### src/rtl/distance_bcd_filter_pkg.sv
// Shared types and widths for the distance display filter.
//   DIST_W     : raw distance sample width (cm)
//   BCD_DIGITS : number of decimal digits produced
//   BCD_W      : packed BCD width
//   state_t    : conversion engine states
package dist_pkg;
  localparam int DIST_W     = 11;
  localparam int BCD_DIGITS = 4;
  localparam int BCD_W      = 16;

  typedef enum logic [1:0] {IDLE, LOAD, SHIFT, DONE} state_t;
endpackage

### src/rtl/distance_bcd_filter_if.sv
// Sample-in / digits-out bundle for distance_bcd_filter.
//   dist_in, dist_valid        : raw sample and its one-cycle strobe
//   bcd_thou..bcd_ones         : displayed digits, held between updates
//   bcd_valid                  : one-cycle pulse when digits update
//   busy                       : conversion engine active
//   out_of_range               : last accepted sample exceeded the clamp
// master = sample producer / display side, slave = the filter.
interface distance_bcd_filter_if;
  import dist_pkg::*;
  logic [DIST_W-1:0] dist_in;
  logic              dist_valid;
  logic [3:0]        bcd_thou;
  logic [3:0]        bcd_hund;
  logic [3:0]        bcd_tens;
  logic [3:0]        bcd_ones;
  logic              bcd_valid;
  logic              busy;
  logic              out_of_range;

  modport master (output dist_in, dist_valid,
                  input  bcd_thou, bcd_hund, bcd_tens, bcd_ones,
                         bcd_valid, busy, out_of_range);
  modport slave  (input  dist_in, dist_valid,
                  output bcd_thou, bcd_hund, bcd_tens, bcd_ones,
                         bcd_valid, busy, out_of_range);
endinterface

### src/rtl/distance_bcd_filter_bin2bcd.sv
// Sequential double-dabble converter: 11-bit binary to 4 BCD digits.
//   clk, rst_n : clock, async active-low reset
//   start      : begin a conversion (honoured only in IDLE)
//   bin        : value captured in the LOAD cycle
//   bcd        : digits, registered on the last shift, held afterwards
//   done       : one-cycle pulse, high during the DONE state
//   busy       : high in LOAD, SHIFT and DONE
module bin2bcd_seq
  import dist_pkg::*;
(
  input  logic              clk,
  input  logic              rst_n,
  input  logic              start,
  input  logic [DIST_W-1:0] bin,
  output logic [BCD_W-1:0]  bcd,
  output logic              done,
  output logic              busy
);
  localparam int SH_W = BCD_W + DIST_W;

  state_t            state_q, state_d;
  logic [SH_W-1:0]   sh_q, sh_d, sh_adj;
  logic [3:0]        it_q, it_d;
  logic [BCD_W-1:0]  bcd_d;
  logic              done_d;

  // add-3 correction on every BCD nibble before the shift
  always_comb begin
    sh_adj = sh_q;
    for (int i = 0; i < BCD_DIGITS; i++)
      if (sh_q[DIST_W+4*i +: 4] >= 4'd5)
        sh_adj[DIST_W+4*i +: 4] = sh_q[DIST_W+4*i +: 4] + 4'd3;
  end

  always_comb begin
    state_d = state_q;
    sh_d    = sh_q;
    it_d    = it_q;
    bcd_d   = bcd;
    done_d  = 1'b0;
    unique case (state_q)
      IDLE:  if (start) state_d = LOAD;
      LOAD: begin
        sh_d    = {{BCD_W{1'b0}}, bin};
        it_d    = '0;
        state_d = SHIFT;
      end
      SHIFT: begin
        sh_d = {sh_adj[SH_W-2:0], 1'b0};
        it_d = it_q + 4'd1;
        // outputs are captured on the final shift so they are visible
        // during the DONE cycle together with the pulse
        if (it_q == 4'(DIST_W-1)) begin
          bcd_d   = sh_d[SH_W-1 -: BCD_W];
          done_d  = 1'b1;
          state_d = DONE;
        end
      end
      DONE:    state_d = IDLE;
      default: state_d = IDLE;
    endcase
  end

  always_ff @(posedge clk or negedge rst_n) begin
    if (!rst_n) begin
      state_q <= IDLE;
      sh_q    <= '0;
      it_q    <= '0;
      bcd     <= '0;
      done    <= 1'b0;
    end else begin
      state_q <= state_d;
      sh_q    <= sh_d;
      it_q    <= it_d;
      bcd     <= bcd_d;
      done    <= done_d;
    end
  end

  assign busy = (state_q != IDLE);
endmodule

### src/rtl/distance_bcd_filter.sv
// Display conditioning for the ultrasonic range: clamp, moving average
// over 2^AVG_LOG2 samples, then sequential binary-to-BCD conversion.
//   clk, rst_n : clock, async active-low reset
//   bus        : slave side of distance_bcd_filter_if (samples in, digits out)
// Parameters: AVG_LOG2 (average depth log2), MAX_CM (clamp ceiling).
module distance_bcd_filter
  import dist_pkg::*;
#(
  parameter int AVG_LOG2 = 2,
  parameter int MAX_CM   = 400
) (
  input  logic                 clk,
  input  logic                 rst_n,
  distance_bcd_filter_if.slave bus
);
  localparam int N     = 1 << AVG_LOG2;
  // pointer is at least 1 bit; ring storage is padded to 2^WP_W so the
  // pointer always indexes it at full width (unused slot stays zero)
  localparam int WP_W  = (AVG_LOG2 > 0) ? AVG_LOG2 : 1;
  localparam int RING  = 1 << WP_W;
  localparam int SUM_W = DIST_W + AVG_LOG2;
  localparam int FC_W  = AVG_LOG2 + 1;

  logic [RING-1:0][DIST_W-1:0] ring_q;
  logic [WP_W-1:0]             wp_q;
  logic [SUM_W-1:0]            sum_q;
  logic [FC_W-1:0]             fill_q;
  logic                        pending_q, oor_q;

  logic                        over;
  logic [DIST_W-1:0]           s_clamp, avg;
  logic                        pend_set, start;
  logic [BCD_W-1:0]            bcd;
  logic                        eng_done, eng_busy;

  assign over     = bus.dist_in > DIST_W'(MAX_CM);
  assign s_clamp  = over ? DIST_W'(MAX_CM) : bus.dist_in;
  // this sample is the N-th (or later) since reset
  assign pend_set = bus.dist_valid && (fill_q >= FC_W'(N-1));
  assign start    = pending_q && !eng_busy;
  assign avg      = DIST_W'(sum_q >> AVG_LOG2);

  always_ff @(posedge clk or negedge rst_n) begin
    if (!rst_n) begin
      ring_q    <= '0;
      wp_q      <= '0;
      sum_q     <= '0;
      fill_q    <= '0;
      oor_q     <= 1'b0;
      pending_q <= 1'b0;
    end else begin
      if (bus.dist_valid) begin
        sum_q        <= sum_q - SUM_W'(ring_q[wp_q]) + SUM_W'(s_clamp);
        ring_q[wp_q] <= s_clamp;
        wp_q         <= (wp_q == WP_W'(N-1)) ? '0 : wp_q + WP_W'(1);
        oor_q        <= over;
        if (fill_q != FC_W'(N)) fill_q <= fill_q + FC_W'(1);
      end
      // a new qualifying sample wins over the clear; extras coalesce
      if (pend_set)   pending_q <= 1'b1;
      else if (start) pending_q <= 1'b0;
    end
  end

  bin2bcd_seq u_bcd (
    .clk   (clk),
    .rst_n (rst_n),
    .start (start),
    .bin   (avg),
    .bcd   (bcd),
    .done  (eng_done),
    .busy  (eng_busy)
  );

  assign bus.bcd_thou     = bcd[15:12];
  assign bus.bcd_hund     = bcd[11:8];
  assign bus.bcd_tens     = bcd[7:4];
  assign bus.bcd_ones     = bcd[3:0];
  assign bus.bcd_valid    = eng_done;
  assign bus.busy         = eng_busy;
  assign bus.out_of_range = oor_q;
endmodule
### src/flat_wrapper.sv
// flat-port wrapper written by rule: the top's interface ports become plain ports
module distance_bcd_filter_flat import dist_pkg::*;
#(
  parameter int AVG_LOG2 = 2,
  parameter int MAX_CM   = 400
)
  (clk, rst_n, bus_dist_in, bus_dist_valid, bus_bcd_thou, bus_bcd_hund, bus_bcd_tens, bus_bcd_ones, bus_bcd_valid, bus_busy, bus_out_of_range);
  distance_bcd_filter_if bus_i ();
  input  logic clk;
  input  logic rst_n;
  input wire logic [$bits(bus_i.dist_in)-1:0] bus_dist_in;
  input wire logic [$bits(bus_i.dist_valid)-1:0] bus_dist_valid;
  output wire logic [$bits(bus_i.bcd_thou)-1:0] bus_bcd_thou;
  output wire logic [$bits(bus_i.bcd_hund)-1:0] bus_bcd_hund;
  output wire logic [$bits(bus_i.bcd_tens)-1:0] bus_bcd_tens;
  output wire logic [$bits(bus_i.bcd_ones)-1:0] bus_bcd_ones;
  output wire logic [$bits(bus_i.bcd_valid)-1:0] bus_bcd_valid;
  output wire logic [$bits(bus_i.busy)-1:0] bus_busy;
  output wire logic [$bits(bus_i.out_of_range)-1:0] bus_out_of_range;
  assign bus_i.dist_in = bus_dist_in;
  assign bus_i.dist_valid = bus_dist_valid;
  assign bus_bcd_thou = bus_i.bcd_thou;
  assign bus_bcd_hund = bus_i.bcd_hund;
  assign bus_bcd_tens = bus_i.bcd_tens;
  assign bus_bcd_ones = bus_i.bcd_ones;
  assign bus_bcd_valid = bus_i.bcd_valid;
  assign bus_busy = bus_i.busy;
  assign bus_out_of_range = bus_i.out_of_range;
  distance_bcd_filter #(.AVG_LOG2(AVG_LOG2), .MAX_CM(MAX_CM)) u_core (.clk(clk), .rst_n(rst_n), .bus(bus_i));
endmodule
### config.mk
export PLATFORM = sky130hd
export DESIGN_NAME = distance_bcd_filter_flat
export DESIGN_NICKNAME = d
export VERILOG_FILES = /design/src/rtl/distance_bcd_filter_pkg.sv /design/src/rtl/distance_bcd_filter_if.sv /design/src/rtl/distance_bcd_filter_bin2bcd.sv /design/src/rtl/distance_bcd_filter.sv /design/src/flat_wrapper.sv
export SDC_FILE = /design/constraint.sdc
export NUM_CORES = 1
export LEC_CHECK = 0
export CORE_MARGIN = 3
export CORE_UTILIZATION = 50
export DETAILED_ROUTE_END_ITERATION = 10
export PLACE_DENSITY = 0.71
export SYNTH_ARGS = -nofsm -noshare
export SYNTH_HDL_FRONTEND = slang
export SYNTH_HIERARCHICAL = 1
export SYNTH_SLANG_ARGS = --single-unit
### constraint.sdc
create_clock -name clk -period 3.1 [get_ports clk]
set_input_delay 0.62 -clock clk [delete_from_list [all_inputs] [get_ports clk]]
set_output_delay 0.62 -clock clk [all_outputs]
set_load 0.1 [all_outputs]
**Word-level counts from Yosys, hierarchy flattened**

Index checks and enable logic that the tools add are counted.

- Bits in registers: 114
- Bits of input ports: 14
- Output and inout port bits: 19
- Word-level logic and storage cells: 70

- Add/subtract/negate cells: 9
- Magnitude comparators: 8
- Equality and inequality tests: 8
- Multiplexer cells: 20
- Reduce and logical (&&, ||, !) cells: 11

Operator list:

| cell | number |
|---|---|
| 27-bit case mux with 2 select lines | 1 |
| 44-bit bitwise mux | 1 |
| 11-bit two-way mux | 3 |
| 11-bit binary-select mux with 2-bit select | 1 |
| 11-bit demux with 2-bit select | 1 |
| 4-bit by 3-bit greater-or-equal comparator with 1-bit output (second input constant) | 4 |
| 13-bit by 11-bit adder with 13-bit output | 1 |
| 13-bit by 11-bit subtractor with 13-bit output | 1 |
| 4-bit by 2-bit adder with 4-bit output (second input constant) | 3 |
| 4-bit two-way mux | 3 |
| 11-bit by 9-bit > comparator with 1-bit output (second input constant) | 1 |
| 2-bit case mux with 4 select lines | 1 |
| 4-bit case mux with 2 select lines | 1 |
| 2-bit == test (second input constant) | 3 |
| 2-bit two-way mux | 3 |
| 2-bit AND reduction | 3 |
| 2-bit nonzero test | 3 |
| 4-bit by 1-bit adder with 4-bit output (second input constant) | 1 |
| 4-bit == test (second input constant) | 1 |
| 1-bit two-way mux | 4 |
| 3-bit by 1-bit adder with 3-bit output (second input constant) | 1 |
| 3-bit by 2-bit adder with 3-bit output (second input constant) | 1 |
| 3-bit by 2-bit greater-or-equal comparator with 1-bit output (second input constant) | 1 |
| 1-bit logical AND | 3 |
| 10 further kinds | 10 |

**Longest topological paths before layout**

Gate-level depths: netlist (run 1).

- Depth after elaboration: 5
- Mapped depth: 13
- Gate-level depth less buffers: 13

**Cells and area by module**

The synthesis (run 1) kept the hierarchy.

By module, submodules not included:

| module | times used | cells an instance | area an instance (sq um) | seq. area each (sq um) |
|---|---|---|---|---|
| distance_bcd_filter | 1 | 355 | 3593.4 | 1601.5 |
| bin2bcd_seq | 1 | 229 | 2408.6 | 1251.2 |

**Least setup slack after synthesis (run 1)**

Ideal clock, no wire load.

- Path kind: input port to flip-flop
- Start: input port bus_dist_in[0]
- End: register u_core.sum_q[10]
- Setup time: 139 ps
- Arrival time: 3593 ps
- Data required time: 2961 ps
- Slack: -632 ps
- Stages on the path: 12
- Buffers on the path: 0
- Path through: o41ai_1 > nand2_1 > a311oi_4 > nand2_1 > fa_1 > inv_1 > fa_1 > a211oi_1 > o211ai_1 > a21boi_0 > xor2_1 > mux2i_1

- Cells in the longest elaborated chain, start to end: 3

Ends and longest elaborated chain:

| item | RTL line | RTL |
|---|---|---|
| start: declaration | flat_wrapper.sv:11 | `input wire logic [$bits(bus_i.dist_in)-1:0] bus_dist_in;` |
| 11-bit by 9-bit > comparator with 1-bit output | distance_bcd_filter.sv:36 | `assign over = bus.dist_in > DIST_W'(MAX_CM);` |
| 11-bit two-way mux * | distance_bcd_filter.sv:37 | `assign s_clamp = over ? DIST_W'(MAX_CM) : bus.dist_in;` |
| 13-bit by 11-bit adder with 13-bit output * | distance_bcd_filter.sv:53 | `sum_q <= sum_q - SUM_W'(ring_q[wp_q]) + SUM_W'(s_clamp);` |
| end signal: assignment | distance_bcd_filter.sv:53 |  |
| end: declaration | distance_bcd_filter.sv:26 | `logic [SUM_W-1:0] sum_q;` |

Mark *: on every way between the ends. The rest lies on a longest branch, timed or not.
A chain may end at the register's enable or synchronous reset.

**Worst setup path in the final report (run 1)**

- Start: input port bus_dist_in[0]
- End: register u_core.sum_q[9]

Same word-level chain as after synthesis.

==> results of run 1 <==
through the flow:
step	setup slack [ns]	cell area, um^2	setup TNS, ns	utilization	hold slack (ns)
floorplan	-0.3287	6107	-1.901	-	0.3244
global placement	-0.8359	6807	-7.462	0.5886	0.4579
detailed placement	-0.9175	6807	-8.394	0.5886	0.4664
CTS	-0.2343	7527	-1.450	0.6509	0.2916
global route	-0.3308	7640	-1.870	0.6606	0.3260
finish	-0.1969	7640	-0.8132	0.6606	0.2696
state kept, by name (all words and copies together) (netlist names), 2 cells and up:
register / count
u_core/ring_q: 44
u_core/u_bcd/it_q: 4
u_core/fill_q: 3
u_core/u_bcd/bcd: 16
u_core/sum_q: 13
u_core/u_bcd/state_q: 2
u_core/u_bcd/sh_q: 27
u_core/wp_q: 2
metal layers:
metal | track usage | wire length (um)
met1 | 0.2523 | 5591
met2 | 0.3592 | 6551
met3 | 0.05013 | 387
met4 | 0.1009 | 257
met5 | 0 | 0
layout make-up:
type	instances	area (um^2)
Timing Repair Buffer	95	793.3
Inverter	58	220.2
Sequential cell	114	2853
Clock inverter	10	111.4
Multi-Input combinational cell	388	3033
Fill cell	864	3925
Tap cell	143	178.9
Clock buffer	21	450.4
kinds of logic after synthesis:
| group | after synthesis |
|---|---|
| xor+xnor | 12 |
| simple gates | 143 |
| other cells | 1 |
| mux | 35 |
| compound gates | 152 |
| buf+inv | 83 |
| fa+ha+maj | 44 |
| flops | 114 |
critical path: stages:
cell and delay [ns]:
sky130_fd_sc_hd__buf_6 0.10, sky130_fd_sc_hd__o41ai_4 0.32, sky130_fd_sc_hd__nand2_1 0.13, sky130_fd_sc_hd__a311oi_4 0.26, sky130_fd_sc_hd__buf_12 0.17, sky130_fd_sc_hd__buf_6 0.10, sky130_fd_sc_hd__buf_6 0.09, sky130_fd_sc_hd__nand2_4 0.05
sky130_fd_sc_hd__fa_1 0.49, sky130_fd_sc_hd__inv_2 0.05, sky130_fd_sc_hd__ha_4 0.25, sky130_fd_sc_hd__a21o_1 0.19, sky130_fd_sc_hd__a21oi_2 0.19, sky130_fd_sc_hd__buf_4 0.16, sky130_fd_sc_hd__a211oi_4 0.05, sky130_fd_sc_hd__o21a_1 0.19
sky130_fd_sc_hd__o31ai_2 0.22
worst max-delay path by stage:
| stage | from | endpoint | slack [ns] | cells past startpoint |
|---|---|---|---|---|
| 4_1_cts | bus_dist_in[3] | u_core/sum_q[12]$_DFFE_PN0P_ | -0.23 | 15 |
| 2_1_floorplan | bus_dist_in[0] | u_core/sum_q[12]$_DFFE_PN0P_ | -0.33 | 12 |
| 3_5_place_dp | bus_dist_in[0] | u_core/sum_q[12]$_DFFE_PN0P_ | -0.92 | 14 |
| 6_report | bus_dist_in[0] | u_core/sum_q[9]$_DFFE_PN0P_ | -0.20 | 17 |
| 5_1_grt | bus_dist_in[0] | u_core/sum_q[12]$_DFFE_PN0P_ | -0.33 | 16 |
| 3_3_place_gp | bus_dist_in[0] | u_core/sum_q[12]$_DFFE_PN0P_ | -0.84 | 14 |
synth_stat cells (8+ instances only):
library cell | instances | share of area
sky130_fd_sc_hd__dfrtp_1 | 114 | 0.48
sky130_fd_sc_hd__o21ai_0 | 55 | 0.046
sky130_fd_sc_hd__mux2i_1 | 16 | 0.027
sky130_fd_sc_hd__nand2_1 | 82 | 0.051
sky130_fd_sc_hd__xnor2_1 | 8 | 0.012
sky130_fd_sc_hd__fa_1 | 11 | 0.037
sky130_fd_sc_hd__inv_1 | 57 | 0.036
sky130_fd_sc_hd__nor2_1 | 16 | 0.010
sky130_fd_sc_hd__o21ai_1 | 17 | 0.014
sky130_fd_sc_hd__mux4_2 | 11 | 0.041
sky130_fd_sc_hd__clkbuf_1 | 12 | 0.0075
sky130_fd_sc_hd__ha_1 | 33 | 0.069
sky130_fd_sc_hd__and2_1 | 9 | 0.0094
sky130_fd_sc_hd__a21oi_1 | 36 | 0.030
timing repair:
item	in CTS	in global routing
gates resized for setup	33	19
setup buffers	11	6
pin swaps	32	21
endpoints found under the hold margin	0	0
setup endpoints to repair	10	9
==> metrics, run 1 <==
max-slew violation count=0; final standard cell count with taps included and fillers excluded=829; failing checks=setup timing; number of failing setup endpoints in the final timing report=7; GRT Resource Usage Total=0.2109; Worst Skew=0.006248 ns; FF-to-FF Start=u_core/wp_q[1]$_DFFE_PN0P_; synth warn=6; overall die width=115.6 um; placed cell count=781; run status=finished, violations left; total global routing overflow=0; detailed-route wire length per cell=15.43 um; fraction of layout cells with a size suffix above 1=0.2493; deepest level of the CTS H-tree=4; dominant synthesized flop cell=sky130_fd_sc_hd__dfrtp_1; via count=4559; flip-flop and latch count after synthesis=114; total routed wirelength=12790 um; critical path data arrival time=3.62 ns; sequential fraction of the synthesis area=0.4753; post-synthesis cell count=584; category of the worst setup path launch point=input port; number of maximum-capacitance violations=0; number of clock sinks=114; complex-gate fraction of the synthesized area=0.1495; post-CTS clock slew at the launch and capture registers of the worst setup and hold paths=0.05 ns; global-route wire length before repair=21880 um; count of antenna-violating nets left after detailed routing=0; total of buffers placed on input and output ports=32; diode insertion count for antenna repair=0; maximum frequency from static timing analysis=303.3 MHz; Final HPWL DP=8792 um; floorplan row count=39; final count of hold timing violations=0; Die Ht=115.6 um; leading cell types in the layout, fill and taps excluded=sky130_fd_sc_hd__dfrtp_1, sky130_fd_sc_hd__buf_4, sky130_fd_sc_hd__nand2_1; time the final worst path needs with I/O delays and setup=3.297 ns; initial core utilization=0.5190; share of cell area taken by muxes after synthesis=0.08359; area enclosed by the die boundary=13350 um^2; worst hold path type=in -> async; clk root buf=sky130_fd_sc_hd__clkbuf_16; Worst Tran Pin Value=0.7448 ns; CTS tree=done; initial antenna violation count=0; Core Area=11560 um^2; most common cell after layout, fill and taps aside=sky130_fd_sc_hd__dfrtp_1; ratio of routed vias to standard cells=5.499; # nets final=732; share of the cycle needed by the critical path after routing=1.064; drt first-iter violations=306; worst slew slack as a fraction of its limit=0.5034; adder and majority cell fraction of the synthesized area=0.1055; WS Path Type=in -> reg; number of distinct library cell variants in the gate-level netlist after synthesis=52; first-pass iteration count of the detailed router=4; fraction of registers with async set/reset=1.000; pin count of the biggest net entering global routing=58; worst-path fanout max=7; setup repair after global routing missed its margin=true; CTS max path bufs=2; vias in the first global route=4751; final routed DRC violation total=0; post-synthesis average cell area=10.28 um^2; insertion delay to the later sink of the worst-skew pair=0.42 ns; hold buffers post-CTS=0; Netlist Area Pre-Place=6002 um^2; Setup WS post-layout=-0.1969 ns; number of flops mapped to enable cells by yosys=0; capturing element type of the critical path=register; total clock buffers created by CTS=17; placer's final routability congestion estimate=0.8774; end of the worst register-to-register path=u_core/sum_q[11]$_DFFE_PN0P_; ports placed on the boundary=33; xor and xnor area share after synthesis=0.01751; WP data required=3.42 ns; combinational family with the most area after synthesis=compound AO/OA/AOI/OAI gates; worst reg-to-reg setup slack=-0.04 ns; simple-gate area share of the yosys netlist=0.1092; area delta synth->final=27.29%; path depth of the worst reg2reg path=10
Power of run 1 is not shown: default switching activity piles up to over one toggle a cycle in this logic, so the estimate is an artifact.
==> run 2: changes to the inputs <==
- PLACE_DENSITY: 0.71 -> 0.69
- clock period: 3.1 -> 3.2 ns (I/O delays scaled with it)
==> metrics, run 2 (synthesized netlist as in run 1, its figures left out) <==
final count of hold timing violations=0 (unchanged); total global routing overflow=0 (unchanged); final routed DRC violation total=0 (unchanged); total clock buffers created by CTS=17 (unchanged); Worst Skew=0.007006 ns (+0.0007575 ns); floorplan row count=39 (unchanged); area of placed instances=6761 um^2 (-0.66%); total of buffers placed on input and output ports=32 (unchanged); vias in the first global route=4616 (-2.8%); worst slew slack as a fraction of its limit=0.5171 (+0.01367); # nets final=715 (-2.3%); share of the cycle needed by the critical path after routing=1.056; clk root buf=sky130_fd_sc_hd__clkbuf_16; slowest cell delay on critical path=0.49 ns (about the same); kind of cell adding the most delay to the critical path=compound AO/OA/AOI/OAI gates; CP bufs+invs=3 (-3); first-pass iteration count of the detailed router=5 (+1); ratio of routed vias to standard cells=5.500 (about the same); critical path data arrival time=3.67 ns (+0.05 ns); worst hold path type=in -> async; diode insertion count for antenna repair=0 (unchanged); post-CTS clock slew at the launch and capture registers of the worst setup and hold paths=0.05 ns (about the same); Final HPWL DP=8824 um (+0.36%); register ranked first by flip-flop count=u_core/ring_q; Worst Tran Pin Value=0.7243 ns (-0.02051 ns); count of antenna-violating nets left after detailed routing=0 (unchanged); Core Area=11560 um^2 (unchanged); most common cell after layout, fill and taps aside=sky130_fd_sc_hd__dfrtp_1; CTS max path bufs=2 (unchanged); initial antenna violation count=0 (unchanged); number of flip-flops in the largest register=44 (unchanged); area delta synth->final=25.41%; fraction of layout cells with a size suffix above 1=0.2287 (-0.02057); time the final worst path needs with I/O delays and setup=3.378 ns; run status=finished, violations left; worst-path fanout max=8 (+1); total routed wirelength=12810 um (+0.16%); number of failing setup endpoints in the final timing report=6 (-1); via count=4466 (-2.0%); CTS tree=done; cell-by-cell trace of the critical path=buf_8, o41ai_4, nand2_2, a311oi_4, buf_6, and2b_2, inv_2, fa_1, ha_4, o211ai_1, o211ai_1, a211o_1, nand4_1, nand3b_1; ports placed on the boundary=33 (unchanged); failing checks=setup timing; final cell utilization of the core=0.6509 (-0.009737); area enclosed by the die boundary=13350 um^2 (unchanged); number of maximum-capacitance violations=0 (unchanged); cell with the biggest individual delay on the critical path=sky130_fd_sc_hd__fa_1; detailed-route wire length per cell=15.77 um (+2.3%); max-slew violation count=0 (unchanged); critical path's most frequent cell=sky130_fd_sc_hd__o211ai_1; Die Ht=115.6 um (unchanged); Setup WS post-layout=-0.1779 ns (+0.01897 ns); WP data required=3.50 ns (+0.08 ns); setup repair after global routing missed its margin=true; number of clock sinks=114 (unchanged); leading cell types in the layout, fill and taps excluded=sky130_fd_sc_hd__dfrtp_1, sky130_fd_sc_hd__nand2_1, sky130_fd_sc_hd__buf_4; final design instance area without fill=7527 um^2 (-1.5%); GRT Resource Usage Total=0.2070 (-0.003976); initial core utilization=0.5190 (unchanged); global-route wire length before repair=21580 um (-1.4%); overall die width=115.6 um (unchanged); WS Path Type=in -> reg; post-placement worst setup slack=-0.8765 ns (+0.04103 ns); deepest level of the CTS H-tree=4 (unchanged); Min Hold Slack=0.2745 ns (+0.004917 ns); placer's final routability congestion estimate=0.8883 (+1.2%); maximum frequency from static timing analysis=296.0 MHz; capturing element type of the critical path=register; drt first-iter violations=269 (-12%); category of the worst setup path launch point=input port; largest registers=u_core/ring_q (44), u_core/u_bcd/sh_q (27), u_core/u_bcd/bcd (16); insertion delay to the later sink of the worst-skew pair=0.42 ns (about the same); pin count of the biggest net entering global routing=61 (+5.2%)
run 2: cell count changes in the layout (fill, tap and decap cells not counted), moves of 2 or more:
cell and change:
sky130_fd_sc_hd__buf_6 -3, sky130_fd_sc_hd__clkbuf_8 +3, sky130_fd_sc_hd__buf_4 -16, sky130_fd_sc_hd__a21oi_1 +2, sky130_fd_sc_hd__clkbuf_1 -2, sky130_fd_sc_hd__a21oi_2 -2
sky130_fd_sc_hd__a211oi_2 +2, sky130_fd_sc_hd__a211oi_4 -2
run 2: routing by layer:
layer  part of all wire  global-route usage
met5                  0                   0
met4              0.021             0.09311
met3              0.037             0.04856
met2               0.51              0.3573
met1               0.43              0.2464
run 2: path summary, 6_finish.rpt:
check                                                   start                          endpoint  slack (ns)  cells past startpoint
max in group asynchronous                               rst_n     u_core/ring_q[19]$_DFFE_PN0P_        2.14                      2
min in group clk                u_core/ring_q[32]$_DFFE_PN0P_     u_core/ring_q[32]$_DFFE_PN0P_        0.48                      1
worst min register to register  u_core/ring_q[32]$_DFFE_PN0P_     u_core/ring_q[32]$_DFFE_PN0P_        0.48                      1
worst max-delay path                           bus_dist_in[3]      u_core/sum_q[12]$_DFFE_PN0P_       -0.18                     14
worst min-delay path                                    rst_n  u_core/u_bcd/bcd[15]$_DFFE_PN0P_        0.27                      1
worst max register to register     u_core/wp_q[0]$_DFFE_PN0P_      u_core/sum_q[12]$_DFFE_PN0P_        0.05                     10
run 2: cell type report:
| cell class | count | area (um^2) |
|---|---|---|
| Clock buffer | 22 | 484.2 |
| Clock inverter | 9 | 128.9 |
| Fill cell | 888 | 4038 |
| Inverter | 58 | 220.2 |
| Multi-Input combinational cell | 388 | 2998 |
| Sequential cell | 114 | 2854 |
| Tap cell | 143 | 178.9 |
| Timing Repair Buffer | 78 | 663.1 |
run 2: metrics by stage:
stage	setup TNS (ns)	cells
finish	-0.6178	812
global route	-1.582	812
CTS	-0.4045	809
detailed placement	-7.874	775
global placement	-6.759	775
floorplan	-1.181	585
run 2: worst reg2reg max path: stages (launching register included):
cell	delay (ns)
sky130_fd_sc_hd__dfrtp_2	0.49
sky130_fd_sc_hd__buf_12	0.18
sky130_fd_sc_hd__mux4_2	0.52
sky130_fd_sc_hd__fa_1	0.51
sky130_fd_sc_hd__inv_1	0.05
sky130_fd_sc_hd__ha_1	0.41
sky130_fd_sc_hd__a21oi_1	0.13
sky130_fd_sc_hd__o21ai_0	0.33
sky130_fd_sc_hd__a211o_1	0.15
sky130_fd_sc_hd__nand4_1	0.09
sky130_fd_sc_hd__nand3b_1	0.17
run 2: timing repair:
action / CTS / global route
pin swaps: 9 / 11
resized for setup: 24 / 17
setup endpoints to repair: 10 / 9
hold buffers: 0 / 0
hold endpoints to repair: 0 / 0
gates cloned: 0 / 0
setup buffers: 3 / 3
Power of run 2 is left out for the same reason.
